## config.mk

```make
export PLATFORM = sky130hd
export DESIGN_NAME = rs_enc_lfsr
export DESIGN_NICKNAME = d
export VERILOG_FILES = /design/src/rtl/rs_enc_lfsr.sv
export SDC_FILE = /design/constraint.sdc
export NUM_CORES = 1
export LEC_CHECK = 0
export BUFFER_PORTS_ARGS = -buffer_cell sky130_fd_sc_hd__buf_2
export CAP_MARGIN = 20
export CORE_MARGIN = 5
export CORE_UTILIZATION = 40
export CTS_CLUSTER_DIAMETER = 120
export DETAILED_ROUTE_END_ITERATION = 10
export PLACE_DENSITY_LB_ADDON = 0.2
export SETUP_SLACK_MARGIN = 0.3
export SKIP_CTS_REPAIR_TIMING = 1
export SLEW_MARGIN = 20
export SYNTH_ARGS = -nofsm -noshare
export SYNTH_HDL_FRONTEND = slang
export SYNTH_SLANG_ARGS = --single-unit
```

## constraint.sdc

```tcl
create_clock -name clk -period 2.91 [get_ports clk]
set_input_delay 0.291 -clock clk [delete_from_list [all_inputs] [get_ports clk]]
set_output_delay 0.291 -clock clk [all_outputs]
set_load 0.05 [all_outputs]
```

## src/rtl/rs_enc_lfsr.sv

```systemverilog
`timescale 1ns/1ps
// Systematic RS(K+4,K) encoder over GF(2^8) (poly 0x11D, roots alpha^0..alpha^3), LFSR form.
// Define RS_ENC_SYN_CHK_EN to add an output-side syndrome self-check driving chk_err.
module rs_enc_lfsr #(
  parameter int unsigned K  = 251,
  parameter int unsigned CW = 8
) (
  input  logic       clk,
  input  logic       rstn,
  input  logic       in_valid,
  output logic       in_ready,
  input  logic [7:0] in_data,
  output logic       out_valid,
  input  logic       out_ready,
  output logic [7:0] out_data,
  output logic       out_par,
  output logic       out_last
`ifdef RS_ENC_SYN_CHK_EN
  ,
  output logic       chk_err
`endif
);

  typedef enum logic [0:0] {StData, StParity} state_e;

  localparam logic [CW-1:0] LastData = CW'(K - 1);
  localparam logic [CW-1:0] LastPar  = CW'(3);

  function automatic logic [7:0] gf_xtime(input logic [7:0] a);
    return {a[6:0], 1'b0} ^ (a[7] ? 8'h1D : 8'h00);
  endfunction

  // Constant operands fold this into a plain XOR network.
  function automatic logic [7:0] gf_mul(input logic [7:0] a, input logic [7:0] b);
    logic [7:0] p;
    logic [7:0] t;
    p = 8'h00;
    t = a;
    for (int i = 0; i < 8; i++) begin
      if (b[i]) p = p ^ t;
      t = gf_xtime(t);
    end
    return p;
  endfunction

  state_e        state_q;
  logic [CW-1:0] cnt_q;
  logic [7:0]    r0_q, r1_q, r2_q, r3_q;
  logic          slot_free;
  logic          accept;
  logic [7:0]    fb;

  assign slot_free = ~out_valid | out_ready;
  // Gated by rstn so no symbol is offered as accepted while reset is held.
  assign in_ready  = rstn & (state_q == StData) & slot_free;
  assign accept    = in_valid & in_ready;
  assign fb        = in_data ^ r3_q;

  always_ff @(posedge clk or negedge rstn) begin
    if (!rstn) begin
      state_q   <= StData;
      cnt_q     <= '0;
      r0_q      <= 8'h00;
      r1_q      <= 8'h00;
      r2_q      <= 8'h00;
      r3_q      <= 8'h00;
      out_valid <= 1'b0;
      out_data  <= 8'h00;
      out_par   <= 1'b0;
      out_last  <= 1'b0;
    end else begin
      unique case (state_q)
        StData: begin
          if (accept) begin
            out_data  <= in_data;
            out_valid <= 1'b1;
            out_par   <= 1'b0;
            out_last  <= 1'b0;
            r3_q      <= r2_q ^ gf_mul(fb, 8'h0F);
            r2_q      <= r1_q ^ gf_mul(fb, 8'h36);
            r1_q      <= r0_q ^ gf_mul(fb, 8'h78);
            r0_q      <= gf_mul(fb, 8'h40);
            if (cnt_q == LastData) begin
              cnt_q   <= '0;
              state_q <= StParity;
            end else begin
              cnt_q <= cnt_q + CW'(1);
            end
          end else if (out_ready) begin
            out_valid <= 1'b0;
          end
        end
        StParity: begin
          if (slot_free) begin
            out_data  <= r3_q;
            out_valid <= 1'b1;
            out_par   <= 1'b1;
            r3_q      <= r2_q;
            r2_q      <= r1_q;
            r1_q      <= r0_q;
            r0_q      <= 8'h00;
            if (cnt_q == LastPar) begin
              out_last <= 1'b1;
              cnt_q    <= '0;
              state_q  <= StData;
            end else begin
              out_last <= 1'b0;
              cnt_q    <= cnt_q + CW'(1);
            end
          end
        end
        default: state_q <= StData;
      endcase
    end
  end

`ifdef RS_ENC_SYN_CHK_EN
  logic [7:0] syn_q  [4];
  logic [7:0] syn_nx [4];
  logic       hs;
  logic       syn_nz;

  assign hs = out_valid & out_ready;

  // Horner evaluation of the emitted codeword at alpha^j, highest degree first.
  always_comb begin
    syn_nz = 1'b0;
    for (int j = 0; j < 4; j++) begin
      syn_nx[j] = gf_mul(syn_q[j], 8'(1 << j)) ^ out_data;
      syn_nz    = syn_nz | (syn_nx[j] != 8'h00);
    end
  end

  always_ff @(posedge clk or negedge rstn) begin
    if (!rstn) begin
      chk_err <= 1'b0;
      for (int j = 0; j < 4; j++) syn_q[j] <= 8'h00;
    end else begin
      chk_err <= hs & out_last & syn_nz;
      if (hs) begin
        for (int j = 0; j < 4; j++) syn_q[j] <= out_last ? 8'h00 : syn_nx[j];
      end
    end
  end
`endif

endmodule
```

* After elaboration in Yosys (flattened, before gate mapping)
Index checks and enable logic that the tools add are counted.
Word-level totals: register bits after elaboration 52, bits of input ports 12, output and inout bits 12, logic and storage cells 107
Operators by class: add/subtract/negate cells 1, equality and inequality tests 5, mux-type cells 64, bitwise logic cells 25, reductions and logical operators 2
Operators with widths (count):
- $mux W8 | 38
- $xor A8 B8 Y8 | 13
- $pmux W8 S2 | 6
- $xor A8 B5 Y8 | 6
- $mux W5 | 6
- $mux W1 | 10
- $add A8 B1 Y8 const B | 1
- $eq A8 B2 Y1 const B | 1
- $eq A8 B8 Y1 const B | 1
- $pmux W1 S2 | 4
- $reduce_and A2 Y1 | 2
- $and A1 B1 Y1 | 3
- $ne A3 B3 Y1 const B | 1
- $ne A2 B1 Y1 const B | 1
- $ne A2 B2 Y1 const B | 1
- $not A1 Y1 | 2
- $or A1 B1 Y1 | 1

* Depth between registers and ports, before layout
Gate-level depths: netlist of run 1.
word-level depth 21, gate-level depth with buffers 7, mapped depth without buffers 7

* Worst setup path after synthesis of run 1
Ideal clock, no wire load.
path kind register to register, from register r3_q[7], to register r1_q[7], library setup time 0.082 ns, data arrival time 2.057 ns, data required time 2.828 ns, slack 0.771 ns, cell stages (with the launch flop) 6, path buffers 0, period minus slack after synthesis 2.139 ns, cells stage by stage dfrtp_1 > xnor2_4 > xor3_2 > xnor3_1 > or3_1 > a31oi_1
On the way: cells in the longest elaborated chain, start to end 18, elaborated cells on any way between the ends 20, those cells by class mux (9); bitwise (11)
Ends and longest elaborated chain:
- start, declared | line 48 | logic [7:0] r0_q, r1_q, r2_q, r3_q;
- start signal, assigned | line 79 | r3_q <= r2_q ^ gf_mul(fb, 8'h0F);
- start signal, assigned | line 98 | r3_q <= r2_q;
- $xor A8 B8 Y8 (*) | line 57 | assign fb = in_data ^ r3_q;
- $mux W5 (*) | line 30 | return {a[6:0], 1'b0} ^ (a[7] ? 8'h1D : 8'h00);
- $xor A8 B5 Y8 (*) (4 in a row) | line 30
- $xor A8 B8 Y8 | line 40 | if (b[i]) p = p ^ t;
- $mux W8 | line 74 | if (accept) begin
- $mux W8 | line 72 | unique case (state_q)
- $xor A8 B8 Y8 | line 40
- $mux W8 | line 74
- $mux W8 | line 72
- $xor A8 B8 Y8 (*) | line 40
- $mux W8 (*) | line 74
- $mux W8 (*) | line 72
- $xor A8 B8 Y8 (*) | line 81 | r1_q <= r0_q ^ gf_mul(fb, 8'h78);
- $mux W8 (*) | line 74
- $pmux W8 S2 (*) | line 72
- end signal, assigned | line 81
- end signal, assigned | line 100 | r1_q <= r0_q;
- end, declared | line 48
Every way passes the cells marked *; elsewhere a longest branch is shown, timed or not. The select of a mux whose other input is x is not followed. A chain may end at the register's enable or synchronous reset.

* Worst setup path after layout of run 1
from register r3_q[6], to register r1_q[6]
On the way: cells in the longest elaborated chain, start to end 18, elaborated cells on any way between the ends 20, those cells by class mux (9); bitwise (11)
Ends and longest elaborated chain (line):
- $xor A8 B8 Y8 (*) | 57
- $xor A8 B5 Y8 (*) | 30
- $mux W5 (*) | 30
- $xor A8 B5 Y8 (*) (3 in a row) | 30
- $xor A8 B8 Y8 | 40
- $mux W8 | 74
- $mux W8 | 72
- $xor A8 B8 Y8 | 40
- $mux W8 | 74
- $mux W8 | 72
- $xor A8 B8 Y8 (*) | 40
- $mux W8 (*) | 74
- $mux W8 (*) | 72
- $xor A8 B8 Y8 (*) | 81
- $mux W8 (*) | 74
- $pmux W8 S2 (*) | 72
Marked as above.

==> run metrics, run 1 <==
Post-DP HPWL 4.73 mm; top cell family by delay on the critical path XOR/XNOR gates; Max-Cap Viols 0; Final GP Congestion 0.779; Routed WL 6.86 mm; DRC viols 0; Worst slew margin 54.3%; gr ovfl total 0; largest family of logic cells by synthesized area XOR/XNOR gates; worst reg2reg setup slack 0.60 ns; Synth Flop Type dfrtp_1; Worst Skew 0.0110 ns; multiplexer share of the synthesized area 2.82%; Synth Area per Inst 10.0 um2; die area 9870 um2; layout cells sized above 1 15.5%; DR vias/cell 5.20; reg2reg start r3_q[6]; Worst Path Arrival 2.55 ns; RSZ-0062 raised after global routing false; Max Freq 0.433 GHz; syn nets 333; Worst Hold Class in -> async; Clock Latency Late Sink 0.31 ns; initial antenna violation count 0; Die H 99.3 um; Post-Synth Simple-Gate Area 15.2%; Synth Area in XOR/XNOR 24.1%; Synth top cells by count dfrtp_1 (52), o21ai_0 (47), nand2_1 (28), nor2_1 (28), xnor2_1 (26); minimum clock period 2.31 ns; CP Cell Sequence xnor2_4 > xnor3_2 > xnor3_1 > or3_1 > a31oi_1; EDFF count, synth 0; post-synthesis cell area 3190 um2; wire per inst 15.5 um; Synth area leader dfrtp_1; largest net degree at the start of global routing 54; # IOs 24; vias in the first global route 2330; Bufs on Longest Clock Path 2; CTS tree yes; number of CTS-inserted buffers 5; length of the first detailed-routing pass in iterations 4; Synth Register Bits 52; vias 2307; top-area cell type share of the netlist area 40.8%; CTS Sinks 52; site row count 32; worst-path maximum fanout 7; Compound-Gate Fraction of Synth Area 14.0%; outcome finished clean; violation count after the first detailed-route iteration 65; crit path max-delay cell type xnor3_2; n_diodes 0; Post-Synthesis Cells 319; nets@finish 355; Final Hold Vio Count 0; Initial Util 41.1%; CP Class reg -> reg; period utilization 79.3%; Seq/Total Area, Yosys 40.8%; post-synthesis adder-cell area fraction 0.784%; top post-synthesis cells by area dfrtp_1 (41%), o21ai_0 (7.4%), xnor2_1 (7.1%); library cells used by synthesis 39; Core Box Area 7770 um2; # H-tree levels 2; Critical Path Max Stage Delay 0.50 ns; Filler cells 747; Critical Path Start Type flop; Worst setup EP type flop; first-pass GRT wire length 11.9 mm; CP required 3.15 ns; Clk Tree Root Cell clkbuf_8; final setup TNS 0 ns; max-slew violations 0; worst path bufs/invs 0; GRT Total Usage 14.9%; most instantiated library cell after synthesis dfrtp_1; Post-synth ARST share 100%; FF-to-FF path depth 5; port bufs 23; Synth warnings 0; synthesis-to-finish area growth 11.2%; Worst-Margin Slew 0.686 ns; Clock transition at path regs 0.11 ns; # setup viols final 0; antenna-violating nets left 0; FF-to-FF End r1_q[6]; Chip Width 99.3 um
worst max path at each step:
stage          startpoint       to  cells past startpoint
2_1_floorplan     r3_q[7]  r1_q[7]                      5
3_3_place_gp      r3_q[6]  r1_q[6]                      5
3_5_place_dp      r3_q[6]  r1_q[6]                      5
4_1_cts           r3_q[6]  r1_q[6]                      5
5_1_grt           r3_q[6]  r1_q[6]                      5
6_report          r3_q[6]  r1_q[6]                      5
cells in the final DEF, fill, tap and decap left out, types with 2 or more instances in the layout:
master    netlist  routed
a21oi_1         3       3
a22o_1          2       2
a31oi_1        21      21
and3_1          2       2
buf_2           0      23
buf_4           0       7
clkbuf_8        0       5
clkinv_4        0       2
dfrtp_1        52      52
ha_1            2       2
inv_1           5       5
mux2i_1         9       9
nand2_1        28      28
nand2b_1        3       3
nand3_1         3       3
nor2_1         28      28
nor4_1          4       4
o21ai_0        47      46
or3_1          25      25
or4_1           2       2
xnor2_1        26      26
xnor2_2         6       6
xnor2_4         3       3
xnor3_1         7       7
xor2_1         10      10
state kept, by name, indices dropped and copies added (netlist names), 8 cells and up:
| register | cells |
|---|---|
| cnt_q | 8 |
| out_data | 8 |
| r0_q | 8 |
| r1_q | 8 |
| r2_q | 8 |
| r3_q | 8 |
layout make-up:
class,instances,area (um2),area share (%)
multi-input combinational,247,1820,51.3
tap,102,128,3.59
sequential,52,1300,36.6
clock inverter,3,47.5,1.34
timing repair buffer,30,168,4.72
inverter,5,18.8,0.528
clock buffer,5,68.8,1.94
routing by layer:
| layer | global-route usage, % | wire length [um] |
|---|---|---|
| met4 | 4.62 | 74 |
| met3 | 2.31 | 230 |
| met2 | 23.5 | 3080 |
| met5 | 0 | 0 |
| met1 | 21.2 | 3480 |
cell families after synthesis:
family	Yosys count
AOI/OAI and AO/OA	79
muxes	9
adders and majority gates	2
buffers and inverters	20
DFF	52
and+or+nand+nor	100
xor gates and xnor gates	57
metrics by stage:
stage                     utilization [%]  hold slack, ns  area, um2  cells  setup WS [ns]
after CTS                            45.7           0.169       3550    444          0.589
after global placement               44.2           0.446       3440    436          0.658
after floorplan                         -        -0.00459       3190    319          0.771
final                                45.7           0.149       3550    444          0.601
after detailed placement             44.2           0.461       3440    436          0.623
after global routing                 45.7           0.205       3550    444          0.432
Power of run 1 is not shown: default switching activity piles up to over one toggle a cycle in this logic, so the estimate is an artifact.
==> run 2, diff against run 1 <==
Settings changed: ABC_AREA set to 1.
Clock period 2.91 ns to 2.3 ns, I/O delays scaled along.
==> run 2 against run 1 <==
  * Sequential cell count is the same
  * Cell count is 56% higher
  * Largest cell class unchanged
  * Sequential share of layout area decreased by 7.6 points
  * Clock skew rose by 0.0071 ns
==> run metrics, run 2 <==
outcome finished clean; Chip Width 105 um (+5.6%); port bufs 23 (unchanged); Bufs on Longest Clock Path 2 (unchanged); violation count after the first detailed-route iteration 201 (+210%); Synth top cells by count nand2_1 (223), nand3_1 (56), dfrtp_1 (52); Synth Flop Type dfrtp_1; # H-tree levels 2 (unchanged); CP required 2.51 ns (-0.64 ns); EDFF count, synth 0 (unchanged); Critical Path Max Stage Delay 0.43 ns (-0.07 ns); CP Class reg -> reg; Filler cells 862 (+15%); Post-DP HPWL 6.65 mm (+40%); n_diodes 0 (unchanged); # IOs 24 (unchanged); Synth area leader dfrtp_1; antenna-violating nets left 0 (unchanged); final setup TNS 0 ns (unchanged); Routed WL 9.80 mm (+43%); nets@finish 597 (+68%); vias in the first global route 3392 (+46%); Max Freq 0.516 GHz (+19%); number of CTS-inserted buffers 5 (unchanged); Worst Hold Class in -> async; wire per inst 14.2 um (-8.4%); top-area cell type share of the netlist area 36.1% (-4.6 points); CTS tree yes; post-synthesis cell area 3600 um2 (+13%); GRT Total Usage 17.0% (+2.1 points); layout cells sized above 1 28.9% (+13 points); FF-to-FF End r1_q[5]; worst setup path end r1_q[5]; site row count 34 (+6.3%); CP Launch Point r3_q[4]; vias 3666 (+59%); Die H 105 um (+5.6%); largest net degree at the start of global routing 53 (-1.9%); max-slew violations 0 (unchanged); first-pass GRT wire length 15.7 mm (+32%); period utilization 84.3% (+5.0 points); Synth Area per Inst 6.79 um2 (-32%); # setup viols final 0 (unchanged); Synth Register Bits 52 (unchanged); worst reg2reg setup slack 0.36 ns (-0.24 ns); die area 11000 um2 (+11%); hold slack 0.0906 ns (-0.0585 ns); Post-synth ARST share 100% (unchanged); commonest non-fill, non-tap cell in the layout nand2_1; Clk Tree Root Cell clkbuf_8; Worst setup EP type flop; Storage cell area 1300 um2 (+0.19%); Clock Latency Late Sink 0.32 ns (about the same); Crit path top cell by count nand2_1; minimum clock period 1.94 ns (-0.370 ns); reg2reg start r3_q[4]; DR vias/cell 5.30 (+2.0%); CTS Sinks 52 (unchanged); FF-to-FF path depth 16 (+11); syn nets 544 (+63%); Max-Cap Viols 0 (unchanged); Final Hold Vio Count 0 (unchanged); Worst Skew 0.0181 ns (+0.00708 ns); Post-Synthesis Cells 530 (+66%); Core Box Area 8760 um2 (+13%); Worst Path Arrival 2.15 ns (-0.40 ns); Seq/Total Area, Yosys 36.1% (-4.6 points); library cells used by synthesis 36 (-7.7%); area of the multi-input gates 2340 um2 (+28%); length of the first detailed-routing pass in iterations 5 (+1); most frequent cells in the layout nand2_1 (170), nand3_1 (52), nand2_2 (51); most instantiated library cell after synthesis nand2_1; synthesis-to-finish area growth 24.7%; Worst slew margin 54.1% (-0.14 points); crit path max-delay cell type dfrtp_1; RSZ-0062 raised after global routing true; Synth warnings 0 (unchanged); Final GP Congestion 0.909 (+17%); CP Cell Sequence inv_2 > nand2_1 > nand2_4 > nand2_2 > nand2_4 > inv_2 > nand2_2 > nand2_4 > nand2_1 > nand3_1 > nand2_1 > nand2_1 > nand3_1 > nand2_1 > nand3_1 > nand2_1; Initial Util 41.1% (about the same); worst-path maximum fanout 6 (-1); Critical Path Start Type flop; final core occ 51.3% (+5.5 points); initial antenna violation count 0 (unchanged); DRC viols 0 (unchanged); top post-synthesis cells by area dfrtp_1 (36%), nand2_1 (23%), nand3_1 (7.8%); gr ovfl total 0 (unchanged); Clock transition at path regs 0.11 ns (about the same); Worst-Margin Slew 0.688 ns (+0.00217 ns)
==> run 2: changes by cell type in the layout (fill, tap and decap cells not counted), moves of 25 or more <==
cell / delta
inv_1: +35
o21ai_0: -27
buf_4: +29
nand3_1: +49
nand2_2: +51
nand2_1: +142
or3_1: -25
==> run 2: kinds of logic (layout without fill, tap and decap cells) <==
kind of cell,after synthesis,in the layout,synth area share (%)
xor+xnor,26,26,7.05
flops,52,52,36.1
buf+inv,64,118,7.68
compound gates,49,49,7.92
fa+ha+maj,2,2,0.695
simple gates,337,337,40.5
==> run 2: cell type report <==
class,count,area share [%]
Clock buffer,6,1.84
Clock inverter,2,0.864
Inverter,49,4.09
Multi-Input combinational cell,414,52.0
Sequential cell,52,29.0
Tap cell,108,3.01
Timing Repair Buffer,61,9.16
==> run 2: layer usage <==
metal  vias to the layer above  global-route usage (%)  part of all wire, %  wire, um
li1                       1811                       -                    -         -
met2                       106                    28.2                   47      4640
met3                        24                    3.33                  5.5       537
met5                         -                       0                    0         0
met4                         0                    6.12                  2.4       236
met1                      1725                    22.0                   45      4390
==> run 2: worst max-delay path, delay by kind of cell (launching register included) <==
| family | cells | cell delay (ns) |
|---|---|---|
| AND/OR/NAND/NOR | 14 | 1.25 |
| flip-flops | 1 | 0.43 |
| buffers and inverters | 2 | 0.14 |
==> run 2: worst min-delay path by stage <==
| stage | endpoint | slack (ns) | cells past startpoint |
|---|---|---|---|
| after floorplan | cnt_q[0] | -0.07 | 0 |
| after detailed placement | out_par | 0.46 | 2 |
| after global routing | r3_q[1] | 0.16 | 2 |
| after global placement | out_par | 0.46 | 2 |
| final | r3_q[1] | 0.09 | 2 |
| after CTS | r3_q[1] | 0.13 | 2 |
==> run 2: stage by stage <==
| stage | setup slack [ns] | instance area, um2 | cells |
|---|---|---|---|
| global route | 0.246 | 4490 | 692 |
| global placement | 0.164 | 3880 | 661 |
| detailed placement | 0.149 | 3880 | 661 |
| finish | 0.361 | 4490 | 692 |
| CTS | 0.124 | 4000 | 669 |
| floorplan | 0.390 | 3610 | 530 |
Power of run 2 is left out for the same reason.
==> run 3, diff against run 2 <==
Clock period 2.3 ns to 1.7 ns, I/O delays scaled along.
==> run 3 against run 2 <==
  * The flow now finishes with violations (setup timing)
  * Register-to-register slack worse by 0.54 ns
  * Design area rose by 19%
  * Worst setup slack got worse by 0.54 ns
  * Clock skew fell by 0.0083 ns
  * Sequential cell count did not move
  * Non-clock buffer count grew 51
  * First-iteration DRC count unchanged
  * Hold slack lost 0.010 ns
  * Die area unchanged
  * Global-route usage is 1.2 points higher
  * Sequential share of layout area fell by 4.7 points
  * Critical endpoint unchanged
  * Largest cell class unchanged
==> run metrics, run 3 (synthesized netlist as in run 2, its figures left out) <==
M3 GR Usage 2.53% (-0.80 points); GRT Total Usage 18.2% (+1.2 points); Clock transition at path regs 0.11 ns (about the same); port bufs 23 (unchanged); Die H 105 um (unchanged); length of the first detailed-routing pass in iterations 5 (unchanged); vias 3946 (+7.6%); Clk Tree Root Cell clkbuf_8; Worst slew margin 55.0% (+0.85 points); Max Freq 0.532 GHz (+3.1%); die area 11000 um2 (unchanged); DRC viols 0 (unchanged); initial antenna violation count 0 (unchanged); Worst-Margin Slew 0.676 ns (-0.0128 ns); Critical Path Start Type flop; Bufs on Longest Clock Path 2 (unchanged); CP Class reg -> reg; commonest non-fill, non-tap cell in the layout nand2_1; antenna-violating nets left 0 (unchanged); period utilization 111% (+26 points); Routed WL 11.4 mm (+16%); wire per inst 15.4 um (+8.5%); Worst Hold Class in -> async; # H-tree levels 2 (unchanged); Final Hold Vio Count 0 (unchanged); Critical Path Max Stage Delay 0.43 ns (about the same); Crit path top cell by count nand2_1; Worst Path Arrival 2.09 ns (-0.06 ns); outcome finished with violations; layout cells sized above 1 44.9% (+16 points); max-slew violations 0 (unchanged); violation count after the first detailed-route iteration 201 (unchanged); DR vias/cell 5.31 (+0.25%); nets@finish 648 (+8.5%); Post-DP HPWL 7.40 mm (+11%); RSZ-0062 raised after global routing true; site row count 34 (unchanged); GR Util met1 24.8% (+2.8 points); # IOs 24 (unchanged); Worst setup EP type flop; worst-path maximum fanout 6 (unchanged); CTS tree yes; synthesis-to-finish area growth 49.0%; Max-Cap Viols 0 (unchanged); # setup viols final 22 (+22); Final GP Congestion 0.921 (+1.4%); Worst Skew 0.00977 ns (-0.00831 ns); CP required 1.91 ns (-0.60 ns); worst setup margin -0.180 ns (-0.542 ns); crit path max-delay cell type dfrtp_1; Clock Latency Late Sink 0.32 ns (about the same); failing checks setup timing; minimum clock period 1.88 ns (-0.0584 ns); most frequent cells in the layout nand2_1 (141), buf_4 (75), nand2_2 (65); Setup WS pre-CTS -0.309 ns (-0.458 ns); Core Box Area 8760 um2 (unchanged); gr ovfl total 0 (unchanged); number of CTS-inserted buffers 5 (unchanged); met2 Use GR 30.9% (+2.7 points); Most Crowded Layer GR met2; vias in the first global route 3551 (+4.7%); CTS Sinks 52 (unchanged); Initial Util 41.1% (unchanged); Chip Width 105 um (unchanged); n_diodes 0 (unchanged); CP Cell Sequence inv_1 > nand2_1 > nand2_1 > nand2_2 > nand2_2 > nand2_2 > nand2_4 > buf_6 > nand2_2 > nand2_1 > nand2_1 > nand2_1 > nand2_1 > nand3_1 > nand2_1 > nand3_1 > nand2_1; first-pass GRT wire length 16.8 mm (+7.2%); largest net degree at the start of global routing 53 (unchanged)
-- run 3: cell count changes in the layout (fill, tap and decap cells not counted), moves of 4 or more --
cell,change
nand2_4,+13
o21ai_1,+9
nand3_2,+14
nand2_2,+14
nand3_1,-14
o21ai_0,-11
inv_1,-4
buf_4,+39
buf_6,+6
nand2_1,-29
buf_12,+5
-- run 3: path summary, 6_finish.rpt --
| kind | startpoint | to | slack (ns) | cells after the start |
|---|---|---|---|---|
| setup / recovery | r3_q[2] | r1_q[5] | -0.18 | 17 |
| hold / removal | rstn | out_data[1] | 0.08 | 2 |
| setup reg to reg | r3_q[2] | r1_q[5] | -0.18 | 17 |
| hold reg to reg | out_par | out_par | 0.48 | 2 |
| max in group asynchronous | rstn | r3_q[7] | 1.14 | 2 |
| min in group clk | in_data[2] | out_data[2] | 0.13 | 3 |
-- run 3: final cells by class --
type | count | area (um2)
flip-flops and latches | 52 | 1310
inverters | 49 | 194
clock inverters | 3 | 26.3
multi-input cells | 414 | 2720
fillers | 734 | 3400
well taps | 108 | 135
clock buffers | 5 | 68.8
repair buffers | 112 | 917
-- run 3: stage by stage --
step                hold WS (ns)  std cells  util (%)  area, um2  setup TNS, ns
floorplan                 -0.126        530         -       3800         -0.178
global placement           0.422        710      50.9       4460          -1.66
detailed placement         0.430        710      50.9       4460          -2.49
CTS                       0.0784        718      52.0       4550          -3.30
global route               0.150        743      61.2       5370          -5.30
finish                    0.0803        743      61.2       5370          -2.26
-- run 3: per-layer routing --
layer | vias up | routed length, um
met5 | - | 0
met4 | 0 | 256
met3 | 22 | 531
met2 | 99 | 5720
met1 | 1905 | 4900
li1 | 1920 | -
-- run 3: worst max-delay path, delay by kind of cell, from the launching register on --
| kind | cells | cell delay, ns |
|---|---|---|
| simple gates | 15 | 1.12 |
| flops | 1 | 0.43 |
| buf+inv | 2 | 0.21 |
Power of run 3 is left out for the same reason.
